[config.mk]
export PLATFORM = sky130hd
export DESIGN_NAME = serial_queue_top
export DESIGN_NICKNAME = d
export VERILOG_FILES = /design/src/rtl/serial_queue_pkg.sv /design/src/rtl/serial_queue_byte_fifo.sv /design/src/rtl/serial_queue_top.sv
export SDC_FILE = /design/constraint.sdc
export NUM_CORES = 1
export LEC_CHECK = 0
export ABC_CLOCK_PERIOD_IN_PS = 2300
export CAP_MARGIN = 20
export CORE_ASPECT_RATIO = 1.4
export CORE_UTILIZATION = 25
export DETAILED_ROUTE_END_ITERATION = 10
export GPL_TIMING_DRIVEN = 0
export PLACE_DENSITY = 0.5
export RECOVER_POWER = 100
export SYNTH_ARGS = -nofsm -noshare
export SYNTH_HDL_FRONTEND = slang
export SYNTH_SLANG_ARGS = --single-unit
[constraint.sdc]
create_clock -name clock_1MHz -period 2.3 [get_ports clock_1MHz]
set_input_delay 0.46 -clock clock_1MHz [delete_from_list [all_inputs] [get_ports clock_1MHz]]
set_output_delay 0.46 -clock clock_1MHz [all_outputs]
set_load 0.02 [all_outputs]
[src/rtl/serial_queue_pkg.sv]
// Shared types and default sizing for the serial byte queue.
package serial_queue_pkg;

  localparam int DEFAULT_DATA_WIDTH = 8;
  localparam int DEFAULT_FIFO_DEPTH = 8;
  localparam int DEFAULT_PTR_W      = $clog2(DEFAULT_FIFO_DEPTH);

  // Serializer states: waiting for a pop, or streaming a word out LSB first
  typedef enum logic {
    IDLE  = 1'b0,
    SHIFT = 1'b1
  } ser_state_t;

endpackage

[src/rtl/serial_queue_byte_fifo.sv]
// Circular-buffer FIFO of assembled bytes. Pointers wrap naturally because the
// depth is a power of two. The storage is tiny, so the oldest word is
// presented combinationally and the consumer registers it on pop.
module byte_fifo
  import serial_queue_pkg::*;
#(
  parameter int DATA_WIDTH = DEFAULT_DATA_WIDTH,
  parameter int FIFO_DEPTH = DEFAULT_FIFO_DEPTH
) (
  input  logic                  clk,
  input  logic                  rst_n,
  input  logic                  push,
  input  logic [DATA_WIDTH-1:0] wr_data,
  input  logic                  pop,
  output logic [DATA_WIDTH-1:0] rd_data,
  output logic                  full,
  output logic                  empty
);

  localparam int PTR_W = $clog2(FIFO_DEPTH);
  localparam logic [PTR_W:0] FULL_CNT = (PTR_W+1)'(FIFO_DEPTH);

  logic [DATA_WIDTH-1:0] mem [FIFO_DEPTH];
  logic [PTR_W-1:0]      wr_ptr_reg;
  logic [PTR_W-1:0]      rd_ptr_reg;
  logic [PTR_W:0]        count_reg;
  logic                  push_ok;
  logic                  pop_ok;

  // Full/empty come straight from the occupancy count; a push is refused when
  // full even if a pop happens on the same edge.
  assign full    = (count_reg == FULL_CNT);
  assign empty   = (count_reg == '0);
  assign push_ok = push && !full;
  assign pop_ok  = pop && !empty;
  assign rd_data = mem[rd_ptr_reg];

  // Storage write; no reset so the array maps onto RAM
  always_ff @(posedge clk) begin
    if (push_ok) begin
      mem[wr_ptr_reg] <= wr_data;
    end
  end

  // Pointer and occupancy bookkeeping; simultaneous push and pop leave count unchanged
  always_ff @(posedge clk or negedge rst_n) begin
    if (!rst_n) begin
      wr_ptr_reg <= '0;
      rd_ptr_reg <= '0;
      count_reg  <= '0;
    end else begin
      if (push_ok) wr_ptr_reg <= wr_ptr_reg + 1'b1;
      if (pop_ok)  rd_ptr_reg <= rd_ptr_reg + 1'b1;
      case ({push_ok, pop_ok})
        2'b10:   count_reg <= count_reg + 1'b1;
        2'b01:   count_reg <= count_reg - 1'b1;
        default: count_reg <= count_reg;
      endcase
    end
  end

endmodule

[src/rtl/serial_queue_top.sv]
// Serial byte queue: collects strobed bits into bytes, queues them in a FIFO
// and streams popped bytes back out LSB first.
module serial_queue_top
  import serial_queue_pkg::*;
#(
  parameter int DATA_WIDTH = DEFAULT_DATA_WIDTH,
  parameter int FIFO_DEPTH = DEFAULT_FIFO_DEPTH
) (
  input  logic clock_1MHz,
  input  logic rst,
  input  logic data_in,
  input  logic write_in,
  input  logic enqueue_in,
  input  logic dequeue_in,
  output logic status_out,
  output logic data_out
);

  localparam int CNT_W = $clog2(DATA_WIDTH) + 1;
  localparam int IDX_W = $clog2(DATA_WIDTH);
  localparam logic [CNT_W-1:0] LAST_CNT = CNT_W'(DATA_WIDTH - 1);
  localparam logic [IDX_W-1:0] LAST_IDX = IDX_W'(DATA_WIDTH - 1);

  // Assembler state
  logic [CNT_W-1:0]      bit_cnt_reg;
  logic [CNT_W-1:0]      bit_cnt_next;
  logic [DATA_WIDTH-1:0] asm_reg;
  logic [DATA_WIDTH-1:0] asm_next;
  logic                  byte_pending_reg;
  logic                  bit_accept;
  logic                  flush;
  logic                  push_ok;

  // Serializer state
  ser_state_t            state_reg;
  ser_state_t            state_next;
  logic [IDX_W-1:0]      bit_idx_reg;
  logic [IDX_W-1:0]      bit_idx_next;
  logic [DATA_WIDTH-1:0] shift_reg;
  logic [DATA_WIDTH-1:0] shift_next;
  logic                  pop_req;

  // FIFO interface
  logic [DATA_WIDTH-1:0] fifo_rd_data;
  logic                  fifo_full;
  logic                  fifo_empty;

  assign status_out = !byte_pending_reg;
  assign bit_accept = write_in && !byte_pending_reg;
  // Counter after this edge's bit, so a same-edge write is included in a flush
  assign bit_cnt_next = bit_cnt_reg + CNT_W'(bit_accept);
  assign flush      = enqueue_in && !byte_pending_reg && (bit_cnt_next != '0);
  assign push_ok    = byte_pending_reg && !fifo_full;

  // Per-bit write enables: the incoming bit lands at the current counter position
  generate
    for (genvar gi = 0; gi < DATA_WIDTH; gi++) begin : g_asm_bit
      assign asm_next[gi] = (bit_accept && (bit_cnt_reg == CNT_W'(gi))) ? data_in : asm_reg[gi];
    end
  endgenerate

  // Assembler: collect bits, mark the byte pending when full or flushed, clear on push
  always_ff @(posedge clock_1MHz or negedge rst) begin
    if (!rst) begin
      bit_cnt_reg      <= '0;
      asm_reg          <= '0;
      byte_pending_reg <= 1'b0;
    end else if (push_ok) begin
      bit_cnt_reg      <= '0;
      asm_reg          <= '0;
      byte_pending_reg <= 1'b0;
    end else begin
      asm_reg     <= asm_next;
      bit_cnt_reg <= bit_cnt_next;
      if ((bit_accept && (bit_cnt_reg == LAST_CNT)) || flush) begin
        byte_pending_reg <= 1'b1;
      end
    end
  end

  byte_fifo #(
    .DATA_WIDTH(DATA_WIDTH),
    .FIFO_DEPTH(FIFO_DEPTH)
  ) u_fifo (
    .clk    (clock_1MHz),
    .rst_n  (rst),
    .push   (push_ok),
    .wr_data(asm_reg),
    .pop    (pop_req),
    .rd_data(fifo_rd_data),
    .full   (fifo_full),
    .empty  (fifo_empty)
  );

  // Serializer state register
  always_ff @(posedge clock_1MHz or negedge rst) begin
    if (!rst) begin
      state_reg   <= IDLE;
      bit_idx_reg <= '0;
      shift_reg   <= '0;
    end else begin
      state_reg   <= state_next;
      bit_idx_reg <= bit_idx_next;
      shift_reg   <= shift_next;
    end
  end

  // Serializer next-state: pop in IDLE when data exists, then shift out one bit per cycle
  always_comb begin
    state_next   = state_reg;
    bit_idx_next = bit_idx_reg;
    shift_next   = shift_reg;
    pop_req      = 1'b0;
    data_out     = 1'b0;
    case (state_reg)
      IDLE: begin
        if (dequeue_in && !fifo_empty) begin
          pop_req      = 1'b1;
          shift_next   = fifo_rd_data;
          bit_idx_next = '0;
          state_next   = SHIFT;
        end
      end
      SHIFT: begin
        data_out     = shift_reg[0];
        shift_next   = shift_reg >> 1;
        bit_idx_next = bit_idx_reg + 1'b1;
        if (bit_idx_reg == LAST_IDX) begin
          state_next = IDLE;
        end
      end
      default: state_next = IDLE;
    endcase
  end

endmodule

==> impl_metrics.ini, run 1 <==
[sta]
setup_tns_ps = 0
hold_violations = 0
finalCritPeriodShare_pct = 95.2
rsz0062_at_grt = true
tightestPinTransition_ps = 942
fin_crit_ps = 2190
slew_viol_final = 0
slew_headroom_pct = 37.2
whs_ps = 249
setup_viol = 0
fmax_mhz = 457
finalClockSkew_ps = 10.5

[placed_design]
hpwl_um = 5450
gp_congestion = 0.736
io_buffers = 6

[power]
p_switching_mw = 1.96
comb_power_share_pct = 32.0
p_leak_nw = 1.90
internal_power_mw = 4.17
power_switching_share_pct = 31.9
p_seq_share_pct = 43.4
powerDensity_nw_per_um2 = 1230
ir_drop_mv = 0.395
p_clk_share_pct = 24.6

[worst_setup_path]
worstReg2RegStart = u_fifo.count_reg[1]
rrSetupSlack_ps = 110
path_max_fanout = 9
crit_top_cell = xor2_1
timing.critical_path.buf_inv = 1
cp_top_family = compound AO/OA/AOI/OAI gates
reg2reg_depth = 10
worstReg2RegEnd = u_fifo.count_reg[2]
cp_data_arrival_time_ps = 2420
required_ps = 2530
cp_slowest_cell = dfrtp_1
crit_type = flop to flop
path_cells = buf_6 > o41ai_4 > nor2_2 > ha_2 > xor2_1 > ha_1 > a21oi_1 > xor2_1 > nor2_1 > xor2_1
start_kind = flop
cp_slowest_stage_delay_ps = 380
end_kind = flop

[clock_network]
numCtsBuffers = 9
cts_max_level = 3
cts_tree = yes
cts.reportedPaths.clkPinSlew_ps = 70
cts_hold_buf = 0
cts-root-buf = clkbuf_16
clock_latency_ps = 340
cts.sinks = 99
cts.path.max_buffers = 2

[floorplanning]
die_y_um = 156
die-area_um2 = 17500
start_util_pct = 25.4
die_w_um = 112
pin_count = 8
fp.coreArea_um2 = 16700
row_count = 56

[grt]
grt_max_degree = 36
grt_pass1_vias = 2345
antenna_found_initial = 0
grt_overflow_total = 0
grt_pass1_wl_um = 12800
grtUsageTotal_pct = 9.85

[status]
violations = DRC
run_status = finished with violations

[yosys]
async_flop_share_pct = 35.4
synth_most_common_cell = edfxtp_1
synth_top_area_cell = edfxtp_1
ys_warn_count = 0
ys_seq_area_share_pct = 65.9
yosys-top-cells-area = edfxtp_1 45%, dfrtp_1 21%, mux4_2 4.8%
synth_ff_type = edfxtp_1
synthesis.area_um2 = 4240
synth_top_area_share_pct = 45.3
syn_inst = 266
synth.net_count = 281
synth_cell_types = 39
syn-mean-instance-area_um2 = 16.0
synth-seq-cells = 99
synth_common_cells = 64 x edfxtp_1, 35 x dfrtp_1, 22 x nand2_1
synth_edf_count = 64

[job]
drv_cap = 0

[drt]
drt_iter0_drc = 188
first_pass_iters = 7
ant_nets = 0
vias = 2261
drt_wl_total_um = 7840
wl_per_cell_um = 15.7
drc_errors = 1
viasPerCell = 4.53

[final_layout]
largest_register_ffs = 64
multi_input_area_um2 = 1400
synthToLayoutAreaGrowth_pct = 17.6
utilization_pct = 29.9
nFillCells = 1634
regArea_um2 = 2800
antenna_cells = 0
drive_above_1_share_pct = 22.3
nets = 306

[hold_path]
hold_class = input pin to async pin
metal layers:
metal | wire length, um | global-route usage [%]
met1 | 3210 | 11.0
met2 | 4310 | 18.0
met3 | 222 | 2.37
met4 | 99 | 3.81
met5 | 0 | 0
cells in the final DEF, fill, tap and decap left out, types with 8 or more instances in the layout:
master	netlist	routed
a211oi_1	10	10
clkbuf_16	0	10
dfrtp_1	35	32
edfxtp_1	64	64
ha_1	9	8
mux2i_1	12	12
mux4_2	9	9
nand2_1	22	22
nand3_1	9	9
nor2_1	17	15
xor2_1	8	8
cell type report:
type	count	share of cell area, %
buffer	13	1.96
sequential	99	56.2
timing repair buffer	14	2.26
inverter	2	0.201
tap	203	5.09
multi-input combinational	152	28.1
clock inverter	3	0.351
clock buffer	13	5.84
repair_timing:
action	in CTS	in global routing
setup endpoints to repair	48	12
resized for setup	10	5
setup buffers	1	3
pin swaps	2	1
gates cloned	0	0
power groups by stage:
stage                     clock, mW  sequential (mW)  combinational, mW
after floorplan                   0             2.59               1.45
after global placement            0             2.67               1.85
after detailed placement          0             2.69               1.92
after CTS                      1.55             2.67               1.97
after global routing           1.63             2.72               2.18
final                          1.51             2.66               1.96
through the flow:
step	cells	power (mW)	area, um2	setup slack [ps]
after floorplan	266	4.04	4260	54.9
after global placement	475	4.52	4570	-1010
after detailed placement	479	4.61	4610	-436
after CTS	496	6.19	4960	-4.61
after global routing	499	6.52	4990	-19.5
final	499	6.13	4990	110
cell families after synthesis:
family / after synthesis / synth area share [%]
buffers and inverters: 15 / 2.39
DFF: 99 / 65.9
muxes: 31 / 12.7
xor gates and xnor gates: 12 / 2.48
adders and majority gates: 9 / 2.65
AOI/OAI and AO/OA: 33 / 5.81
and+or+nand+nor: 67 / 7.99
worst max path at each step:
| stage | startpoint | endpoint | slack (ps) | depth (start not counted) |
|---|---|---|---|---|
| detailed placement | dequeue_in | u_fifo.count_reg[2] | -440 | 10 |
| CTS | state_reg | data_out | -5 | 3 |
| global route | u_fifo.count_reg[1] | u_fifo.count_reg[2] | -20 | 10 |
| floorplan | u_fifo.count_reg[1] | u_fifo.count_reg[2] | 50 | 10 |
| global placement | u_fifo.count_reg[0] | u_fifo.mem[0][2] | -1010 | 4 |
| finish | u_fifo.count_reg[1] | u_fifo.count_reg[2] | 110 | 10 |
No activity file was read; power rests on OpenSTA's default activity.
==> run 2: changes to the inputs <==
Settings changed: PLACE_DENSITY 0.5 to 0.42.
==> run 2 against run 1 <==
  * The flow now finishes without violations
  * Sequential share of layout area up 0.24 points
  * Global-route usage up 0.54 points
  * Combinational power about the same
  * Non-clock buffer count down 1
  * Cell count down 0.20%
  * Register-to-register slack about the same
==> impl_metrics.ini, run 2 (synthesis gave the netlist of run 1 again) <==
[grt]
grtUsageTotal_pct = 10.4
grt_pass1_wl_um = 13200
grt_pass1_vias = 2245
grt_overflow_total = 0
antenna_found_initial = 0
grt_max_degree = 36

[clock_network]
cts_max_level = 3
cts_tree = yes
cts_hold_buf = 0
numCtsBuffers = 9
cts.sinks = 99
cts.reportedPaths.clkPinSlew_ps = 70
clock_latency_ps = 340
cts-root-buf = clkbuf_16
cts.path.max_buffers = 2

[final_layout]
synthToLayoutAreaGrowth_pct = 17.0
final_cell_mix = 64 x edfxtp_1, 33 x dfrtp_1, 22 x nand2_1
final_cells = 498
drive_above_1_share_pct = 21.0
largest_register_ffs = 64
nets = 305
final_area_um2 = 4960
utilization_pct = 29.8
nFillCells = 1673
antenna_cells = 0
final_common_cell = edfxtp_1

[drt]
wl_per_cell_um = 16.8
drt_wl_total_um = 8380
drt_iter0_drc = 109
vias = 2233
drc_errors = 0
first_pass_iters = 4
viasPerCell = 4.48
ant_nets = 0

[power]
p_leak_nw = 1.89
powerDensity_nw_per_um2 = 1230
p_seq_share_pct = 43.4
p_clk_share_pct = 24.3
comb_power_share_pct = 32.3
internal_power_mw = 4.15
p_switching_mw = 1.98
ir_drop_mv = 0.465
power_switching_share_pct = 32.3
finalPower_mw = 6.13

[floorplanning]
die_y_um = 156
fp.coreArea_um2 = 16700
row_count = 56
start_util_pct = 25.4
die-area_um2 = 17500
pin_count = 8
die_w_um = 112

[sta]
setup_viol = 0
slew_headroom_pct = 34.8
fmax_mhz = 457
rsz0062_at_grt = true
setup_tns_ps = 0
whs_ps = 264
timing.final.ws_setup_ps = 113
finalCritPeriodShare_pct = 95.1
tightestPinTransition_ps = 978
hold_violations = 0
slew_viol_final = 0
finalClockSkew_ps = 6.86
fin_crit_ps = 2190

[worst_setup_path]
crit_top_cell = xor2_1
end_kind = flop
path_max_fanout = 7
crit_type = flop to flop
path_cells = o41ai_4 > nor2_2 > ha_2 > xor2_1 > ha_1 > a21oi_1 > xor2_1 > nor2_1 > xor2_1
cp_data_arrival_time_ps = 2400
required_ps = 2520
cp_slowest_cell = dfrtp_2
start_kind = flop
cp_slowest_stage_delay_ps = 470

[placed_design]
io_buffers = 6
dp_slack_ps = -456
place_area_um2 = 4610
hpwl_um = 5870
post-place-cells = 478
gp_congestion = 0.694

[job]
drv_cap = 0

[status]
run_status = completed

[hold_path]
hold_class = input pin to async pin
==> run 2: power groups by stage <==
stage | combinational, mW | clock, mW | sequential (mW)
floorplan | 1.45 | 0 | 2.59
global placement | 1.90 | 0 | 2.68
detailed placement | 1.96 | 0 | 2.70
CTS | 2.00 | 1.53 | 2.67
global route | 2.20 | 1.60 | 2.72
finish | 1.98 | 1.49 | 2.66
==> run 2: area by class of cell <==
| cell class | count | area, um2 | area share (%) |
|---|---|---|---|
| clock buffer | 11 | 243 | 4.89 |
| sequential | 99 | 2800 | 56.4 |
| buffer | 13 | 97.6 | 1.97 |
| timing repair buffer | 13 | 108 | 2.17 |
| inverter | 2 | 10.0 | 0.202 |
| clock inverter | 5 | 52.6 | 1.06 |
| multi-input combinational | 152 | 1400 | 28.2 |
| tap | 203 | 254 | 5.12 |
==> run 2: layer usage <==
metal	part of all wire [%]	track usage (%)	vias up
li1	-	-	1065
met1	41	11.4	1136
met2	55	19.4	21
met3	1.6	1.83	11
met4	1.9	4.76	0
met5	0	0	-
==> run 2: worst paths after layout <==
path	start	to	slack, ps	depth (start not counted)
max	u_fifo.count_reg[0]	u_fifo.count_reg[2]	110	9
min	rst	asm_reg[5]	260	1
max reg2reg	u_fifo.count_reg[0]	u_fifo.count_reg[2]	110	9
min reg2reg	shift_reg[3]	shift_reg[2]	480	1
max in group asynchronous	rst	u_fifo.count_reg[0]	1360	1
min in group clock_1MHz	shift_reg[3]	shift_reg[2]	480	1
==> run 2: critical path: cells and delay by family (launching register included) <==
kind,cells,cell delay [ps]
AOI/OAI and AO/OA,2,530
DFF,1,470
xor gates and xnor gates,3,440
adders and majority gates,2,420
and+or+nand+nor,2,190
==> run 2: repair_timing <==
item / in CTS / in global routing
setup endpoints to repair: 63 / 3
gates resized for setup: 6 / 4
setup buffers: 2 / 2
hold endpoints to repair: 0 / 0
pin swaps: 2 / 0
==> run 3: changes to the inputs <==
Settings changed: ABC_CLOCK_PERIOD_IN_PS 2300 to 2600, CAP_MARGIN 20 to not set, PLACE_DENSITY 0.42 to 0.41.
Clock period 2.3 ns to 2.6 ns, I/O delays scaled along.
==> run 3 against run 2 <==
  * The run now ends with capacitance limit, slew limit left
  * Sequential share of layout area grew 0.93 points
  * Global-route usage shrank 0.13 points
  * Via count shrank 0.90%
  * Combinational power shrank 17%
  * Routed wire length shrank 3.8%
  * Core utilization shrank 0.50 points
  * Sequential cell count is the same
  * Largest cell class unchanged
==> impl_metrics.ini, run 3 (synthesis gave the netlist of run 1 again) <==
[worst_setup_path]
cp_top_family = buffers and inverters
path_cells = clkdlybuf4s50_1 > o41ai_4 > nor2_1 > ha_1 > xor2_1 > ha_1 > a21oi_1 > xor2_1 > nor2_1 > xor2_1
path_max_fanout = 5
required_ps = 2820
worstReg2RegEnd = u_fifo.mem[2][5]
crit_type = input pin to flop
worstReg2RegStart = u_fifo.count_reg[2]
rrSetupSlack_ps = 220
end_kind = flop
crit_top_cell = xor2_1
cp_slowest_cell = clkdlybuf4s50_1
reg2reg_depth = 5
cp_slowest_stage_delay_ps = 540
start_kind = input pin
cp_data_arrival_time_ps = 2640
timing.critical_path.buf_inv = 1

[sta]
slew_viol_final = 36
fin_crit_ps = 2420
finalClockSkew_ps = 6.42
finalCritPeriodShare_pct = 93.0
timing.final.ws_setup_ps = 182
whs_ps = 486
fmax_mhz = 414
rsz0062_at_grt = false
setup_tns_ps = 0
hold_violations = 0
setup_viol = 0
slew_headroom_pct = -21.3
tightestPinTransition_ps = 1820

[final_layout]
synthToLayoutAreaGrowth_pct = 15.1
nets = 304
final_area_um2 = 4880
final_common_cell = edfxtp_1
drive_above_1_share_pct = 16.3
antenna_cells = 0
nFillCells = 1684
utilization_pct = 29.3
largest_register_ffs = 64
final_cells = 497
final_cell_mix = 64 x edfxtp_1, 34 x dfrtp_1, 22 x nand2_1

[clock_network]
cts_max_level = 3
clock_latency_ps = 340
cts.path.max_buffers = 2
cts_tree = yes
cts_hold_buf = 0
numCtsBuffers = 9
cts.reportedPaths.clkPinSlew_ps = 70
cts.sinks = 99
cts-root-buf = clkbuf_16

[placed_design]
io_buffers = 6
place_area_um2 = 4620
hpwl_um = 5860
gp_congestion = 0.672
post-place-cells = 480
dp_slack_ps = -353

[grt]
grt_pass1_wl_um = 13200
antenna_found_initial = 0
grt_overflow_total = 0
grt_pass1_vias = 2361
grt_max_degree = 36
grtUsageTotal_pct = 10.3

[hold_path]
min_path_cells = 1
min_to = shift_reg[0]
hold_class = flop to flop
hold_start = shift_reg[1]

[drt]
vias = 2213
drc_errors = 0
drt_wl_total_um = 8060
wl_per_cell_um = 16.2
first_pass_iters = 6
drt_iter0_drc = 72
ant_nets = 0
viasPerCell = 4.45

[floorplanning]
die-area_um2 = 17500
pin_count = 8
row_count = 56
fp.coreArea_um2 = 16700
die_w_um = 112
start_util_pct = 25.4
die_y_um = 156

[job]
drv_cap = 1

[power]
powerDensity_nw_per_um2 = 1070
p_leak_nw = 1.84
finalPower_mw = 5.23
ir_drop_mv = 0.385

[status]
violations = capacitance limit, slew limit
run_status = finished with violations
-- run 3: report_power, final --
| group | internal [mW] | switching (mW) |
|---|---|---|
| Sequential | 2.07 | 0.274 |
| Combinational | 0.760 | 0.882 |
| Clock | 0.653 | 0.593 |
-- run 3: layout make-up --
cell class	count	area [um2]	area share [%]
buffer	13	86.3	1.77
clock buffer	9	225	4.61
clock inverter	7	53.8	1.10
inverter	2	7.51	0.154
multi-input combinational	152	1370	28.0
sequential	99	2800	57.3
tap	203	254	5.20
timing repair buffer	12	90.1	1.85
-- run 3: worst max path at each step --
stage / start / endpoint / cells past startpoint
global route: u_fifo.count_reg[2] / u_fifo.mem[6][4] / 5
floorplan: u_fifo.count_reg[0] / u_fifo.mem[2][0] / 4
CTS: state_reg / data_out / 3
detailed placement: u_fifo.count_reg[0] / u_fifo.mem[3][1] / 4
finish: dequeue_in / u_fifo.count_reg[2] / 10
global placement: u_fifo.count_reg[0] / u_fifo.mem[1][0] / 4
-- run 3: what timing repair did --
item	4_1_cts	5_1_grt
pin swaps	0	1
buffers inserted	0	1
gates resized for setup	3	3
endpoints found under the setup margin	22	2
-- run 3: worst reg2reg max path: cells and delay by family (launching register included) --
kind                   cells  cell delay, ps
buffers and inverters      2             440
AOI/OAI and AO/OA          1             350
DFF                        1             500
and+or+nand+nor            2             800
-- run 3: layer usage --
| layer | wire [um] | part of all wire, % | GRT usage [%] |
|---|---|---|---|
| met1 | 3320 | 41 | 11.4 |
| met2 | 4450 | 55 | 18.6 |
| met3 | 169 | 2.1 | 2.25 |
| met4 | 123 | 1.5 | 4.57 |
| met5 | 0 | 0 | 0 |
